$ cat config.mk
export PLATFORM = sky130hd
export DESIGN_NAME = am_bip_tx
export DESIGN_NICKNAME = d
export VERILOG_FILES = /design/src/rtl/am_bip_tx.sv
export SDC_FILE = /design/constraint.sdc
export NUM_CORES = 1
export LEC_CHECK = 0
export ABC_CLOCK_PERIOD_IN_PS = 2260
export CAP_MARGIN = 20
export CORE_AREA = 2 2 207 209
export CTS_CLUSTER_SIZE = 8
export DETAILED_ROUTE_END_ITERATION = 6
export DIE_AREA = 0 0 209 211
export GPL_ROUTABILITY_DRIVEN = 0
export PLACE_DENSITY = 0.68
export REMOVE_ABC_BUFFERS = 1
export SYNTH_ARGS = -nofsm -noshare
export SYNTH_HDL_FRONTEND = slang
export SYNTH_HIERARCHICAL = 1
export SYNTH_SLANG_ARGS = --single-unit
export TNS_END_PERCENT = 10
$ cat constraint.sdc
create_clock -name clk -period 2.26 [get_ports clk]
set_input_delay 0.565 -clock clk [delete_from_list [all_inputs] [get_ports clk]]
set_output_delay 0.565 -clock clk [all_outputs]
set_load 0.02 [all_outputs]
$ cat src/rtl/am_bip_tx.sv
// Transmit-side BIP insertion for multi-lane PCS alignment markers.
// Each lane keeps an 8-bit running parity that is written into the BIP3/BIP7 bytes of every marker.

module am_bip_lane #(
    parameter int HEAD_W = 2,
    parameter int DATA_W = 64
) (
    input  logic              clk,
    input  logic              nreset,
    input  logic              valid,
    input  logic              marker,
    input  logic [HEAD_W-1:0] head_i,
    input  logic [DATA_W-1:0] data_i,
    output logic [HEAD_W-1:0] head_o,
    output logic [DATA_W-1:0] data_o
);
    logic [7:0]        acc;
    logic [7:0]        bp;
    logic [7:0]        acc_nxt;
    logic [DATA_W-1:0] blk;

    always_comb begin
        blk = data_i;
        if (marker) begin
            blk[31:24] = acc;
            blk[63:56] = ~acc;
        end
    end

    // Parity is taken over the block as transmitted, so a marker's own BIP bytes feed the reload.
    always_comb begin
        bp = 8'h00;
        for (int j = 0; j < 8; j++) begin
            for (int m = 0; m < DATA_W / 8; m++) begin
                bp[j] = bp[j] ^ blk[8*m+j];
            end
        end
        bp[3] = bp[3] ^ head_i[0];
        bp[4] = bp[4] ^ head_i[1];
    end

    assign acc_nxt = marker ? bp : (acc ^ bp);

    always_ff @(posedge clk) begin
        if (!nreset) begin
            acc    <= 8'h00;
            head_o <= '0;
            data_o <= '0;
        end else if (valid) begin
            acc    <= acc_nxt;
            head_o <= head_i;
            data_o <= blk;
        end
    end
endmodule

module am_bip_tx #(
    parameter int LANE_N = 4,
    parameter int HEAD_W = 2,
    parameter int DATA_W = 64
) (
    input  logic                     clk,
    input  logic                     nreset,
    input  logic                     valid_i,
    input  logic                     marker_v_i,
    input  logic [LANE_N*HEAD_W-1:0] head_i,
    input  logic [LANE_N*DATA_W-1:0] data_i,
    output logic                     valid_o,
    output logic                     marker_v_o,
    output logic [LANE_N*HEAD_W-1:0] head_o,
    output logic [LANE_N*DATA_W-1:0] data_o
);
    localparam int STAGES = 1;

    logic [STAGES:0]                vld_pipe;
    logic                           mrk;
    logic [LANE_N-1:0][HEAD_W-1:0]  head_v, head_q;
    logic [LANE_N-1:0][DATA_W-1:0]  data_v, data_q;

    assign vld_pipe[0] = valid_i;
    assign mrk         = marker_v_i & valid_i;
    assign head_v      = head_i;
    assign data_v      = data_i;
    assign head_o      = head_q;
    assign data_o      = data_q;
    assign valid_o     = vld_pipe[STAGES];

    always_ff @(posedge clk) begin
        if (!nreset) begin
            vld_pipe[STAGES:1] <= '0;
            marker_v_o         <= 1'b0;
        end else begin
            vld_pipe[STAGES:1] <= vld_pipe[STAGES-1:0];
            if (valid_i) marker_v_o <= marker_v_i;
        end
    end

    for (genvar i = 0; i < LANE_N; i++) begin : g_lane
        am_bip_lane #(
            .HEAD_W(HEAD_W),
            .DATA_W(DATA_W)
        ) u_lane (
            .clk    (clk),
            .nreset (nreset),
            .valid  (valid_i),
            .marker (mrk),
            .head_i (head_v[i]),
            .data_i (data_v[i]),
            .head_o (head_q[i]),
            .data_o (data_q[i])
        );
    end
endmodule

# --- Yosys cells after proc, flatten, opt, wreduce, memory -nomap -nowiden ---
# Cells that the tools add are included.
word_totals:
  reg_bits: 298
  in_bits: 268
  output_inout_bits: 266
classes:
  muxes: 12
  bitwise: 241
ops:
  columns: ["op", "count"]
  rows:
  - ["1-bit bitwise XOR", 232]
  - ["8-bit two-way mux", 12]
  - ["8-bit NOT", 4]
  - ["8-bit bitwise XOR", 4]
  - ["1-bit AND", 1]

# --- Depth between registers and ports, before layout ---
depth:
  ltp_word: 10
  depth_mapped: 8
  depth_no_buf: 6

# --- Modules after synthesis ---
# Netlist, hierarchy kept.
by_module_without_submodules:
  columns: ["module", "instances", "cells_per_inst", "area_per_inst_um2", "seq_area_each_um2"]
  rows:
  - ["am_bip_lane (g_lane[1].u_lane ...)", 3, 344, 3397.0, 1481.4]
  - ["am_bip_lane (g_lane[0].u_lane)", 1, 344, 3365.7, 1481.4]
  - ["am_bip_tx", 1, 6, 67.6, 40.0]

# --- Worst setup path after synthesis ---
# OpenSTA, ideal clock, no wires.
synth_path:
  path_type: "input to register"
  from: "input port valid_i"
  to: "register g_lane[1].u_lane.acc[1]"
  arrival_time_ns: 1.932
  required_ns: 2.142
  setup_slack_ns: 0.210
  stages: 7
  cell_sequence: "and2_1 buf_6 mux2i_1 xnor3_1 xnor2_1 nand2_1 mux2i_1"
synth_between:
  elab_chain_len: 9
  word_cells_on_any_way: 10
  cone_classes: "mux (3); bitwise (7)"
synth_rtl:
  columns: ["item", "line", "text"]
  rows:
  - ["start, declared", "64", "input logic valid_i,"]
  - ["1-bit AND", "81", "assign mrk = marker_v_i & valid_i;"]
  - ["8-bit two-way mux", "24", "if (marker) begin"]
  - ["1-bit bitwise XOR (5 in series)", "35", "bp[j] = bp[j] ^ blk[8*m+j];"]
  - ["8-bit bitwise XOR", "42", "assign acc_nxt = marker ? bp : (acc ^ bp);"]
  - ["8-bit two-way mux", "42", null]
  - ["end signal, assigned", "50", "acc <= acc_nxt;"]
  - ["end, declared", "17", "logic [7:0] acc;"]
# Several ways; a longest one is shown, not always the timed one.
# A chain may end at the register's enable or synchronous reset.

# --- Worst setup path after layout ---
layout_path:
  from: "register g_lane[1].u_lane.data_o[31]"
  to: "output port data_o[95]"
layout_lines:
  columns: ["item", "line", "text"]
  rows:
  - ["start, declared", "15", "output logic [DATA_W-1:0] data_o"]
  - ["start signal, assigned", "52", "data_o <= blk;"]
  - ["end, declared", "71", "output logic [LANE_N*DATA_W-1:0] data_o"]
# No word-level cell between the ends.

==> metrics.csv <==
metric,value,unit
synth_area,0.0136,mm^2
drive_above_1_share,0.0558,
slew-limit-headroom,0.571,
power_switching,4310,uW
cts_root_buf,clkbuf_16,
syn_avg_cell_area,9.86,um^2
portBuffers,533,
synth_compound_area_frac,0.0417,
yosysWarnings,6,
r2r-start,g_lane[3].u_lane/acc[0],
grt_pass1_vias,11800,
r2r_setup_slack,0.76,ns
overflow,0,
power.density,753,mW/mm^2
fin_skew,0.00640,ns
power_frac_comb,0.256,
hold_viol,0,
switching_share,0.273,
internal-power,11500,uW
fin_hold_ws,0.476,ns
h-tree-depth,2,
clock_latency,0.53,ns
die_x,209,um
max_freq,461,MHz
synth.mux.area_fraction,0.209,
cp.arrival,1.60,ns
most-common-layout-cells,"clkdlybuf4s50_1 (531), nor2_1 (304), dfxtp_1 (298), mux2i_1 (284), xnor2_1 (192)",
rr_endpoint,g_lane[3].u_lane/acc[0],
hpwl,31400,um
reg2reg_depth,5,
ys_seq_elements,298,
wl_per_cell,16.9,um
diodes,0,
cts_sinks,298,
crit_chain,clkdlybuf4s50_1,
worstSetupPathType,reg -> out,
clk_pin_slew,0.05,ns
post-route-drc-count,0,
grt_max_degree,115,
slowest_delay,0.74,ns
finalSetupViolCount,0,
clkPwrFrac,0.363,
grt_usage,0.183,
postLayoutCoreUtil,0.501,
num_vias,11300,
cp-startpoint,g_lane[1].u_lane/data_o[31],
cp-endpoint,data_o[95],
slowest_stage,clkdlybuf4s50_1,
p_total,15800,uW
coreArea,0.0418,mm^2
grt_first_pass_wirelength,64200,um
start_kind,flip-flop,
hold_buffers,0,
synth-simple-area-share,0.108,
final_common_cell,clkdlybuf4s50_1,
crit_cells,1,
rsz0062_at_grt,false,
wirelength,41900,um
synth_top_family_by_area,multiplexers,
worst_pin_slew,0.643,ns
ir_worst_vdd,0.534,mV
cp.required,1.69,ns
timing.final.crit_share,0.960,
crit_family,buffers and inverters,
place_area,0.0198,mm^2
fin_crit,2.17,ns
synth.distinct_cells,24,
post-cts-setup-buffer-count,0,
worst_setup_path_end_kind,primary output,
pin_count,534,
antenna_found_initial,1,
slew_violations,0,
drt_iter0_drc,379,
seqPwrFrac,0.381,
finalSetupTns,0,ns
synth_seq_area_share,0.438,
status,completed,
crit_buf_inv,1,
hp-class,reg -> reg,
fill_cells,3843,
fin_area,0.0209,mm^2
drv_cap,0,
synth_adder_area_share,0,
via_per_inst,4.59,
syn_inst,1382,
dieArea,0.0441,mm^2
clk_path_buf_depth,3,
ctsResizeCount,0,
start_util,0.326,
syn_to_final_growth,53.7,%
drt-pass1-iter-count,4,
ant_nets,0,
yosys.area_share.xor_xnor,0.164,
tritoncts,built,
leakage,0.00859,uW
std_cell_rows,75,
critPathMaxFanout,2,
die_y,211,um
nets,2197,
cts_buffers,43,
==> kinds of logic (layout without fill, tap and decap cells) <==
family | after synthesis | after routing
buf+inv | 119 | 671
simple gates | 380 | 380
compound gates | 77 | 77
xor+xnor | 224 | 224
mux | 284 | 284
flops | 298 | 298
==> worst min-delay path by stage <==
stage / from / end / slack [ns] / cells past startpoint
after floorplan: g_lane[0].u_lane/acc[0] / g_lane[0].u_lane/acc[0] / 0.45 / 2
after global placement: g_lane[3].u_lane/acc[7] / g_lane[3].u_lane/acc[7] / 0.46 / 2
after detailed placement: g_lane[0].u_lane/acc[0] / g_lane[0].u_lane/acc[0] / 0.47 / 2
after CTS: g_lane[0].u_lane/acc[0] / g_lane[0].u_lane/acc[0] / 0.48 / 2
after global routing: g_lane[3].u_lane/acc[6] / g_lane[3].u_lane/acc[6] / 0.49 / 2
final: g_lane[0].u_lane/acc[0] / g_lane[0].u_lane/acc[0] / 0.48 / 2
==> power groups by stage <==
stage | logic (uW) | registers (uW) | clock network [uW]
floorplan | 1900 | 6430 | 0
global placement | 3990 | 6070 | 0
detailed placement | 4070 | 6100 | 0
CTS | 4090 | 6000 | 5940
global route | 4370 | 6050 | 6130
finish | 4040 | 6000 | 5720
==> sequential cells by signal, summed over array words and instances (netlist names) <==
name and cells:
g_lane.u_lane/acc 32, g_lane.u_lane/data_o 256, g_lane.u_lane/head_o 8, marker_v_o 1, valid_o 1
==> stage by stage <==
step / instances / setup WS, ns
floorplan: 1299 / -2.44
global placement: 2423 / -0.356
detailed placement: 2423 / -0.461
CTS: 2473 / 0.0388
global route: 2473 / 0.00516
finish: 2473 / 0.0912
==> synth_stat cells <==
| master | instances | area (um^2) |
|---|---|---|
| nor2_1 | 304 | 1140 |
| dfxtp_1 | 298 | 5970 |
| mux2i_1 | 284 | 2840 |
| xnor2_1 | 192 | 1680 |
| a211oi_1 | 72 | 541 |
| nand2_1 | 61 | 229 |
| clkbuf_1 | 40 | 150 |
| inv_1 | 32 | 120 |
| buf_2 | 28 | 140 |
| xnor3_1 | 20 | 450 |
| xor2_1 | 12 | 105 |
| nor2b_1 | 5 | 31.3 |
| buf_1 | 4 | 15.0 |
| buf_4 | 4 | 30.0 |
| buf_6 | 4 | 45.0 |
| o21ai_0 | 4 | 20.0 |
| or3_1 | 4 | 25.0 |
| clkbuf_4 | 3 | 22.5 |
| inv_2 | 3 | 11.3 |
| nor2b_2 | 3 | 26.3 |
| and2_1 | 2 | 12.5 |
| and2b_1 | 1 | 7.51 |
| clkinv_1 | 1 | 3.75 |
| o21a_1 | 1 | 7.51 |
==> routing by layer <==
| layer | vias to the layer above | routed length, um | track usage |
|---|---|---|---|
| met2 | 348 | 20300 | 0.319 |
| met1 | 5263 | 17000 | 0.207 |
| met4 | 0 | 1540 | 0.0798 |
| li1 | 5637 | - | - |
| met3 | 95 | 3010 | 0.0556 |
| met5 | - | 0 | 0 |
==> layout make-up <==
cell class	instances	area, um^2	area share
Tap cell	539	674	0.0322
Inverter	36	135	0.00645
Multi-Input combinational cell	965	7120	0.340
Sequential cell	298	5970	0.285
Timing Repair Buffer	585	5890	0.281
Clock buffer	50	1150	0.0551
==> worst register-to-register path, stage by stage, from the launching register on <==
cell and delay, ns:
dfxtp_1 0.32, mux2i_1 0.20, xnor3_1 0.46, xnor2_1 0.18
nand2_1 0.08, mux2i_1 0.15
No activity file was read; power rests on OpenSTA's default activity.
